## src/rtl/ws2812_strip_driver.sv

```systemverilog
// WS2812 strip driver: LENGTH-pixel frame buffer streamed as one self-timed
// GRB serial frame with global brightness scaling and a trailing latch period.
module ws2812_strip_driver #(
  parameter int LENGTH     = 4,
  parameter int T0H_CYC    = 20,
  parameter int T1H_CYC    = 40,
  parameter int TBIT_CYC   = 62,
  parameter int TRESET_CYC = 2500,
  parameter int AW         = (LENGTH > 1) ? $clog2(LENGTH) : 1
) (
  input  logic          clk,
  input  logic          rst_n,
  input  logic          wr_en,
  input  logic [AW-1:0] wr_addr,
  input  logic [23:0]   wr_data,
  input  logic [7:0]    brightness,
  input  logic          start,
  output logic          busy,
  output logic          done,
  output logic          DO
);

  localparam int CW = $clog2(TBIT_CYC);
  localparam int LW = (TRESET_CYC > 1) ? $clog2(TRESET_CYC) : 1;
  localparam logic [CW-1:0] CYC_LAST = CW'(TBIT_CYC - 1);
  localparam logic [CW-1:0] T0H_W    = CW'(T0H_CYC);
  localparam logic [CW-1:0] T1H_W    = CW'(T1H_CYC);
  localparam logic [LW-1:0] LAT_LAST = LW'(TRESET_CYC - 1);
  localparam logic [AW-1:0] PIX_LAST = AW'(LENGTH - 1);
  localparam logic [AW:0]   LEN_W    = (AW + 1)'(LENGTH);

  typedef enum logic [1:0] {IDLE, LOAD, SEND, LATCH} state_t;

  state_t        state_q, state_d;
  logic [CW-1:0] cyc_q;
  logic [4:0]    bit_q;
  logic [AW-1:0] pix_q;
  logic [LW-1:0] lat_q;
  logic          done_q;
  logic [7:0]    bright_q;
  logic [23:0]   shift_q;
  logic [23:0]   pix_buf [LENGTH];

  logic          bit_end, pix_end, frame_end, lat_end;
  logic [AW-1:0] pix_nxt;

  // out = c * (brightness + 1) >> 8, so 255 passes through and 0 blanks
  function automatic logic [7:0] scale_ch(input logic [7:0] c, input logic [7:0] b);
    logic [15:0] prod;
    prod = {8'd0, c} * ({8'd0, b} + 16'd1);
    return 8'(prod >> 8);
  endfunction

  // Reorders {R,G,B} storage into G,R,B wire order while scaling
  function automatic logic [23:0] to_wire_grb(input logic [23:0] px, input logic [7:0] b);
    return {scale_ch(px[15:8], b), scale_ch(px[23:16], b), scale_ch(px[7:0], b)};
  endfunction

  assign bit_end   = (state_q == SEND) && (cyc_q == CYC_LAST);
  assign pix_end   = bit_end && (bit_q == 5'd23);
  assign frame_end = pix_end && (pix_q == PIX_LAST);
  assign lat_end   = (state_q == LATCH) && (lat_q == LAT_LAST);
  assign pix_nxt   = pix_q + AW'(1);
  assign done      = done_q;

  always_comb begin
    state_d = state_q;
    busy    = (state_q != IDLE);
    DO      = 1'b0;
    case (state_q)
      IDLE:    if (start) state_d = LOAD;
      LOAD:    state_d = SEND;
      SEND: begin
        DO = (cyc_q < (shift_q[23] ? T1H_W : T0H_W));
        if (frame_end) state_d = LATCH;
      end
      LATCH:   if (lat_end) state_d = IDLE;
      default: state_d = IDLE;
    endcase
  end

  always_ff @(posedge clk or negedge rst_n) begin
    if (!rst_n) begin
      state_q <= IDLE;
      cyc_q   <= '0;
      bit_q   <= '0;
      pix_q   <= '0;
      lat_q   <= '0;
      done_q  <= 1'b0;
    end else begin
      state_q <= state_d;
      done_q  <= lat_end;
      if (state_q != SEND) begin
        cyc_q <= '0;
        bit_q <= '0;
        pix_q <= '0;
      end else if (bit_end) begin
        cyc_q <= '0;
        bit_q <= (bit_q == 5'd23) ? 5'd0 : bit_q + 5'd1;
        if (pix_end) pix_q <= frame_end ? '0 : pix_nxt;
      end else begin
        cyc_q <= cyc_q + CW'(1);
      end
      lat_q <= (state_q == LATCH && !lat_end) ? lat_q + LW'(1) : '0;
    end
  end

  // Datapath: buffer, brightness latch and bit shifter carry no reset
  always_ff @(posedge clk) begin
    if (wr_en && ({1'b0, wr_addr} < LEN_W)) pix_buf[wr_addr] <= wr_data;
    if (state_q == IDLE && start) bright_q <= brightness;
    if (state_q == LOAD)
      shift_q <= to_wire_grb(pix_buf[0], bright_q);
    else if (pix_end && !frame_end)
      shift_q <= to_wire_grb(pix_buf[pix_nxt], bright_q);
    else if (bit_end)
      shift_q <= {shift_q[22:0], 1'b0};
  end

endmodule

```

## config.mk

```make
export PLATFORM = sky130hd
export DESIGN_NAME = ws2812_strip_driver
export DESIGN_NICKNAME = d
export VERILOG_FILES = /design/src/rtl/ws2812_strip_driver.sv
export SDC_FILE = /design/constraint.sdc
export NUM_CORES = 1
export LEC_CHECK = 0
export ABC_AREA = 1
export CELL_PAD_IN_SITES_DETAIL_PLACEMENT = 0
export CELL_PAD_IN_SITES_GLOBAL_PLACEMENT = 2
export CORE_MARGIN = 1.5
export CORE_UTILIZATION = 40
export CTS_CLUSTER_SIZE = 16
export DETAILED_ROUTE_END_ITERATION = 6
export PLACE_DENSITY_LB_ADDON = 0.1
export REMOVE_ABC_BUFFERS = 1
export SYNTH_ARGS = -nofsm -noshare
export SYNTH_HDL_FRONTEND = slang
export SYNTH_SLANG_ARGS = --single-unit
```

## constraint.sdc

```tcl
create_clock -name clk -period 6.73 [get_ports clk]
set_clock_uncertainty 0.05 [all_clocks]
set_input_delay 2.019 -clock clk [delete_from_list [all_inputs] [get_ports clk]]
set_output_delay 2.019 -clock clk [all_outputs]
set_load 0.02 [all_outputs]
```

After elaboration in Yosys (flattened, before gate mapping)
Memory sizes are Yosys's and may differ from the RTL's.
Index checks and enable logic that the tools add are counted.
W data, S select, Z words.
{"block": "totals", "reg_bits": 60, "ramBits": 96, "out_inout_bits": 3, "memories": 1}
{"block": "op_classes", "addsub": 5, "mul": 6, "magnitude_cmp": 1, "n_eq_ne": 11, "mux": 21, "n_reduce_logical": 16}
{"name": "pix_buf", "words": 4, "word_bits": 24, "rd": 2, "rd_clocked_by_memory_dff": 0, "wr": 1, "line": "42", "source": "logic [23:0] pix_buf [LENGTH];"}
{"operator": "$mul A8 B16 Y16", "count": 5}
{"operator": "$mux W24", "count": 3}
{"operator": "$mux W6", "count": 3}
{"operator": "$mul A8 B9 Y16", "count": 1}
{"operator": "$mux W5", "count": 3}
{"operator": "$mux W2", "count": 7}
{"operator": "$add A12 B1 Y12 const B", "count": 1}
{"operator": "$eq A12 B12 Y1 const B", "count": 1}
{"operator": "$mux W12", "count": 1}
{"operator": "$add A8 B1 Y9 const B", "count": 1}
{"operator": "$ne A2 B2 Y1 const B", "count": 4}
{"operator": "$pmux W2 S4", "count": 1}
{"operator": "$logic_and A1 B1 Y1", "count": 7}
{"operator": "$add A6 B1 Y6 const B", "count": 1}
{"operator": "$eq A2 B2 Y1 const B", "count": 3}
{"operator": "$eq A6 B6 Y1 const B", "count": 1}
{"operator": "$lt A6 B6 Y1", "count": 1}
{"operator": "$reduce_bool A2 Y1", "count": 3}
{"operator": "$add A5 B1 Y5 const B", "count": 1}
{"operator": "$eq A5 B5 Y1 const B", "count": 1}
{"operator": "$mux W1", "count": 3}
{"operator": "$reduce_and A3 Y1", "count": 1}
{"operator": "$reduce_bool A3 Y1", "count": 1}
{"operator": "$add A2 B1 Y2 const B", "count": 1}
{"operator": "4 further kinds", "count": 5}

Depth between registers and ports, before layout
{"block": "depth", "ltp_word": 8, "mapped_depth": 29}

Worst setup path before layout
Ideal clock, no wire load.
{"block": "synth_path", "kind": "reg2reg", "from": "reg pix_q[0]", "to": "reg shift_q[4], data pin", "arrival_time_ns": 5.046, "t_required_ns": 6.424, "path_slack_ns": 1.378, "stages_incl_launch_ff": 26, "path_buffers": 4, "cell_sequence": "dfrtp_1 > ha_1 > buf_6 > inv_2 > buf_6 > buf_2 > a21oi_1 > a32o_1 > buf_6 > or2_1 > fa_1 > fa_1 > inv_1 > fa_1 > inv_1 > fa_1 > inv_1 > ha_1 > a21oi_1 > o21ai_0 > a211oi_1 > nand2_1 > nand2_1 > nand3_1 > nand2_1 > nand2_1"}
{"block": "synth_between", "elab_chain_cells": 6, "elab_cells_between_ends": 9, "classes_between": "add/sub (1); mul (1); eq/ne (1); mux (2); reduce/logical (3); memory (1)"}
{"element": "start: declaration", "line": "37", "source": "logic [AW-1:0] pix_q;"}
{"element": "start signal: assignment", "line": "100", "source": "if (pix_end) pix_q <= frame_end ? '0 : pix_nxt;"}
{"element": "parallel branches: the longest is 4 deep, another holds $mem_v2 Z4 W24"}
{"element": "$mux W24 *", "line": "114", "source": "else if (pix_end && !frame_end)"}
{"element": "$mux W24 *", "line": "112", "source": "if (state_q == LOAD)"}
{"element": "end signal: assignment", "line": "113", "source": "shift_q <= to_wire_grb(pix_buf[0], bright_q);"}
{"element": "end signal: assignment", "line": "115", "source": "shift_q <= to_wire_grb(pix_buf[pix_nxt], bright_q);"}
{"element": "end signal: assignment", "line": "117", "source": "shift_q <= {shift_q[22:0], 1'b0};"}
{"element": "end: declaration", "line": "41", "source": "logic [23:0] shift_q;"}
Every way passes the cells marked *.
A chain may end at the register's enable or synchronous reset.

Final worst setup path
{"block": "layout_path", "from": "reg bright_q[0]", "to": "reg shift_q[6], data pin"}
{"block": "layout_between", "elab_chain_cells": 4, "elab_cells_between_ends": 5, "classes_between": "add/sub (1); mul (2); mux (2)"}
{"element": "start: declaration", "line": "40", "source": "logic [7:0] bright_q;"}
{"element": "start signal: assignment", "line": "111", "source": "if (state_q == IDLE && start) bright_q <= brightness;"}
{"element": "$add A8 B1 Y9 *", "line": "50", "source": "prod = {8'd0, c} * ({8'd0, b} + 16'd1);"}
{"element": "parallel branches: the longest is 2 deep, another holds $mul A8 B16 Y16"}
{"element": "$mux W24 *", "line": "112"}
Marks and branches as above.

==> out/results.tsv <==
stage	metric	value	unit
clock_network	Post-CTS Hold Buffers	0	
timing	Final Max Tran Viols	0	
critical_path	Critical Path RT	6900	ps
grt	antenna violations before repair	0	
timing	final hold vios	0	
routing	Pre-Repair DR Iteration Count	6	
routing	Total Wirelength	56.5	mm
critical_path	CP Class	reg -> reg	
yosys	cell count after synthesis	2417	
routing	drt drc	0	
yosys	Synth Cell Area	20100	µm²
routing	initial drt markers	826	
run	Max-cap violations	0	
clock_network	CTS tree	yes	
yosys	Yosys cell types	50	
yosys	Post-synth top flop	edfxtp_1	
critical_path	CP Max Fanout	14	
yosys	Synth top cells by count	inv_1 (434), nand2_1 (419), nor2_1 (395)	
clock_network	post_cts resized	0	
final_layout	final core occ	44.2	%
placement	Placed Area	21200	µm²
power_and_ir_drop	Peak VDD IR	0.197	mV
timing	Max Freq	168	MHz
yosys	Post-synth EDFFs	128	
floorplanning	die area	51500	µm²
critical_path	CP startpoint kind	register	
timing	Max-Slew Margin vs Limit	44.2	%
timing	Worst-Margin Slew	835	ps
timing	Setup-failing EPs final	0	
placement	GPL Wtd Cong	0.861	
power_and_ir_drop	Power Dens Cells	157	nW/µm²
yosys	largest cells by area after synthesis	fa_1 (24%), edfxtp_1 (19%), ha_1 (13%)	
grt	largest net degree at the start of global routing	56	
clock_network	CTS Sinks	156	
yosys	syn_area_per_cell	8.30	µm²
clock_network	worst-case clock buffer depth	2	
critical_path	worst path arrival time	6130	ps
routing	routed len/inst	18.1	µm
placement	IO Port Bufs	40	
clock_network	H-tree depth	4	
yosys	top-area cell type share of the netlist area	23.9	%
final_layout	fillers	4991	
final_layout	fin cells	3124	
routing	Via-to-Cell Ratio	5.02	
outcome	outcome	completed	
placement	HPWL Detailed	44.5	mm
power_and_ir_drop	total power	3.43	mW
timing	clock period minus worst slack	5960	ps
timing	setup ws final	767	ps
final_layout	Area Overhead vs Synth	8.52	%
floorplanning	die height	227	µm
clock_network	Reg clk slew, reported paths	70	ps
yosys	FF+latch count, synth	156	
clock_network	Worst-Skew Late Latency	470	ps
floorplanning	Row Count	81	
worst_hold_path	Hold Path Class	reg -> reg	
final_layout	Final Cell Area	21800	µm²
routing	antenna-violating nets left	0	
timing	fin crit share	88.6	%
clock_network	Post-CTS Setup Repair Bufs	0	
placement	dpl ws	877	ps
yosys	Synth Warn #	0	
power_and_ir_drop	Lkg Pwr	10.9	nW
clock_network	Root Driver	clkbuf_16	
final_layout	Multi-input gate area	13400	µm²
critical_path	Crit. End Element	register	
grt	vias in the first global route	15900	
floorplanning	core area	49300	µm²
final_layout	NumNets Final	2930	
yosys	Synth async-reset ratio	17.9	%
final_layout	sequential cell area	4550	µm²
final_layout	fraction of layout cells with a size suffix above 1	5.73	%
placement	cell count after placement	3091	
yosys	Yosys top cell by area	fa_1	
routing	via count	15700	
grt	first-pass GRT wire length	89.3	mm
floorplanning	I/O pin total	41	
yosys	count leader, synth	inv_1	
floorplanning	die width	227	µm
floorplanning	starting density of the core	40.8	%
grt	Total GRT Usage	23.1	%
timing	setup TNS	0	ps
clock_network	clock buffer count from CTS	17	
yosys	Seq/Total Area, Yosys	22.6	%
grt	GRT Residual Overflow	0	
timing	final hold slack	420	ps
timing	unrepaired setup endpoints after global routing	no	
layout by cell type (no fill, tap or decap), types with 16 or more instances in the layout:
cell type        count
a21oi_1             84
buf_4               38
clkbuf_16           17
clkdlybuf4s50_1     40
dfrtp_1             27
edfxtp_1           128
fa_1               240
ha_1               206
inv_1              434
nand2_1            415
nand2_2             19
nand3_1            113
nor2_1             395
nor3_1              30
o21a_1              26
o21ai_0             52
xor2_1              16
layout make-up:
| class | count | area share [%] |
|---|---|---|
| well taps | 664 | 3.81 |
| clock buffers | 17 | 1.95 |
| diodes | 1 | 0.0115 |
| inverters | 450 | 7.78 |
| repair buffers | 79 | 3.24 |
| flip-flops and latches | 156 | 20.9 |
| clock inverters | 15 | 0.753 |
| multi-input cells | 1742 | 61.6 |
layer usage:
| metal | vias up | track usage, % | routed length (µm) |
|---|---|---|---|
| li1 | 7641 | - | - |
| met1 | 7746 | 32.1 | 26700 |
| met2 | 266 | 38.3 | 26700 |
| met3 | 43 | 2.80 | 1970 |
| met4 | 0 | 5.83 | 1030 |
| met5 | - | 0 | 0 |
path summary, 6_finish.rpt:
kind                             start    endpoint  slack (ps)  cells past startpoint
setup / recovery           bright_q[0]  shift_q[6]         770                     24
hold / removal                lat_q[0]    lat_q[0]         420                      1
setup reg to reg           bright_q[0]  shift_q[6]         770                     24
hold reg to reg               lat_q[0]    lat_q[0]         420                      1
max in group asynchronous        rst_n    pix_q[0]        4440                      2
min in group asynchronous        rst_n    cyc_q[0]        1880                      2
state kept, by name (all words and copies together), names as in the netlist:
signal / count
bit_q: 5
bright_q: 8
cyc_q: 6
done: 1
lat_q: 12
pix_buf: 96
pix_q: 2
shift_q: 24
state_q: 2
cell families (layout without fill, tap and decap cells):
group,after synthesis,count (layout),share of synthesized area [%]
flip-flops,156,156,22.6
AND/OR/NAND/NOR,1050,1050,22.2
XOR/XNOR,30,30,1.31
other,0,1,0
buffers and inverters,519,561,10.7
adder cells (fa/ha/maj),446,446,36.8
AO/OA/AOI/OAI,216,216,6.43
where the power goes:
part	internal (mW)	switching, mW	leakage (nW)
sequential	1.07	0.0155	1.45
clock	0.552	0.435	0.287
combinational	0.490	0.862	9.13
critical path: stages (launching register included):
cell	delay, ps
edfxtp_1	380
ha_1	180
nand2_1	70
nor2_1	230
inv_2	70
nor2_1	180
nor2_4	60
inv_1	510
buf_12	230
nor2_1	60
fa_1	540
fa_1	430
fa_1	520
inv_1	60
fa_1	490
inv_1	40
ha_1	340
nand2_1	120
nor3_1	320
nor3b_1	240
o21ai_0	220
nand2_1	110
nand2_1	50
nand3_1	150
nand2_1	70
(Power assumes the default switching activity.)
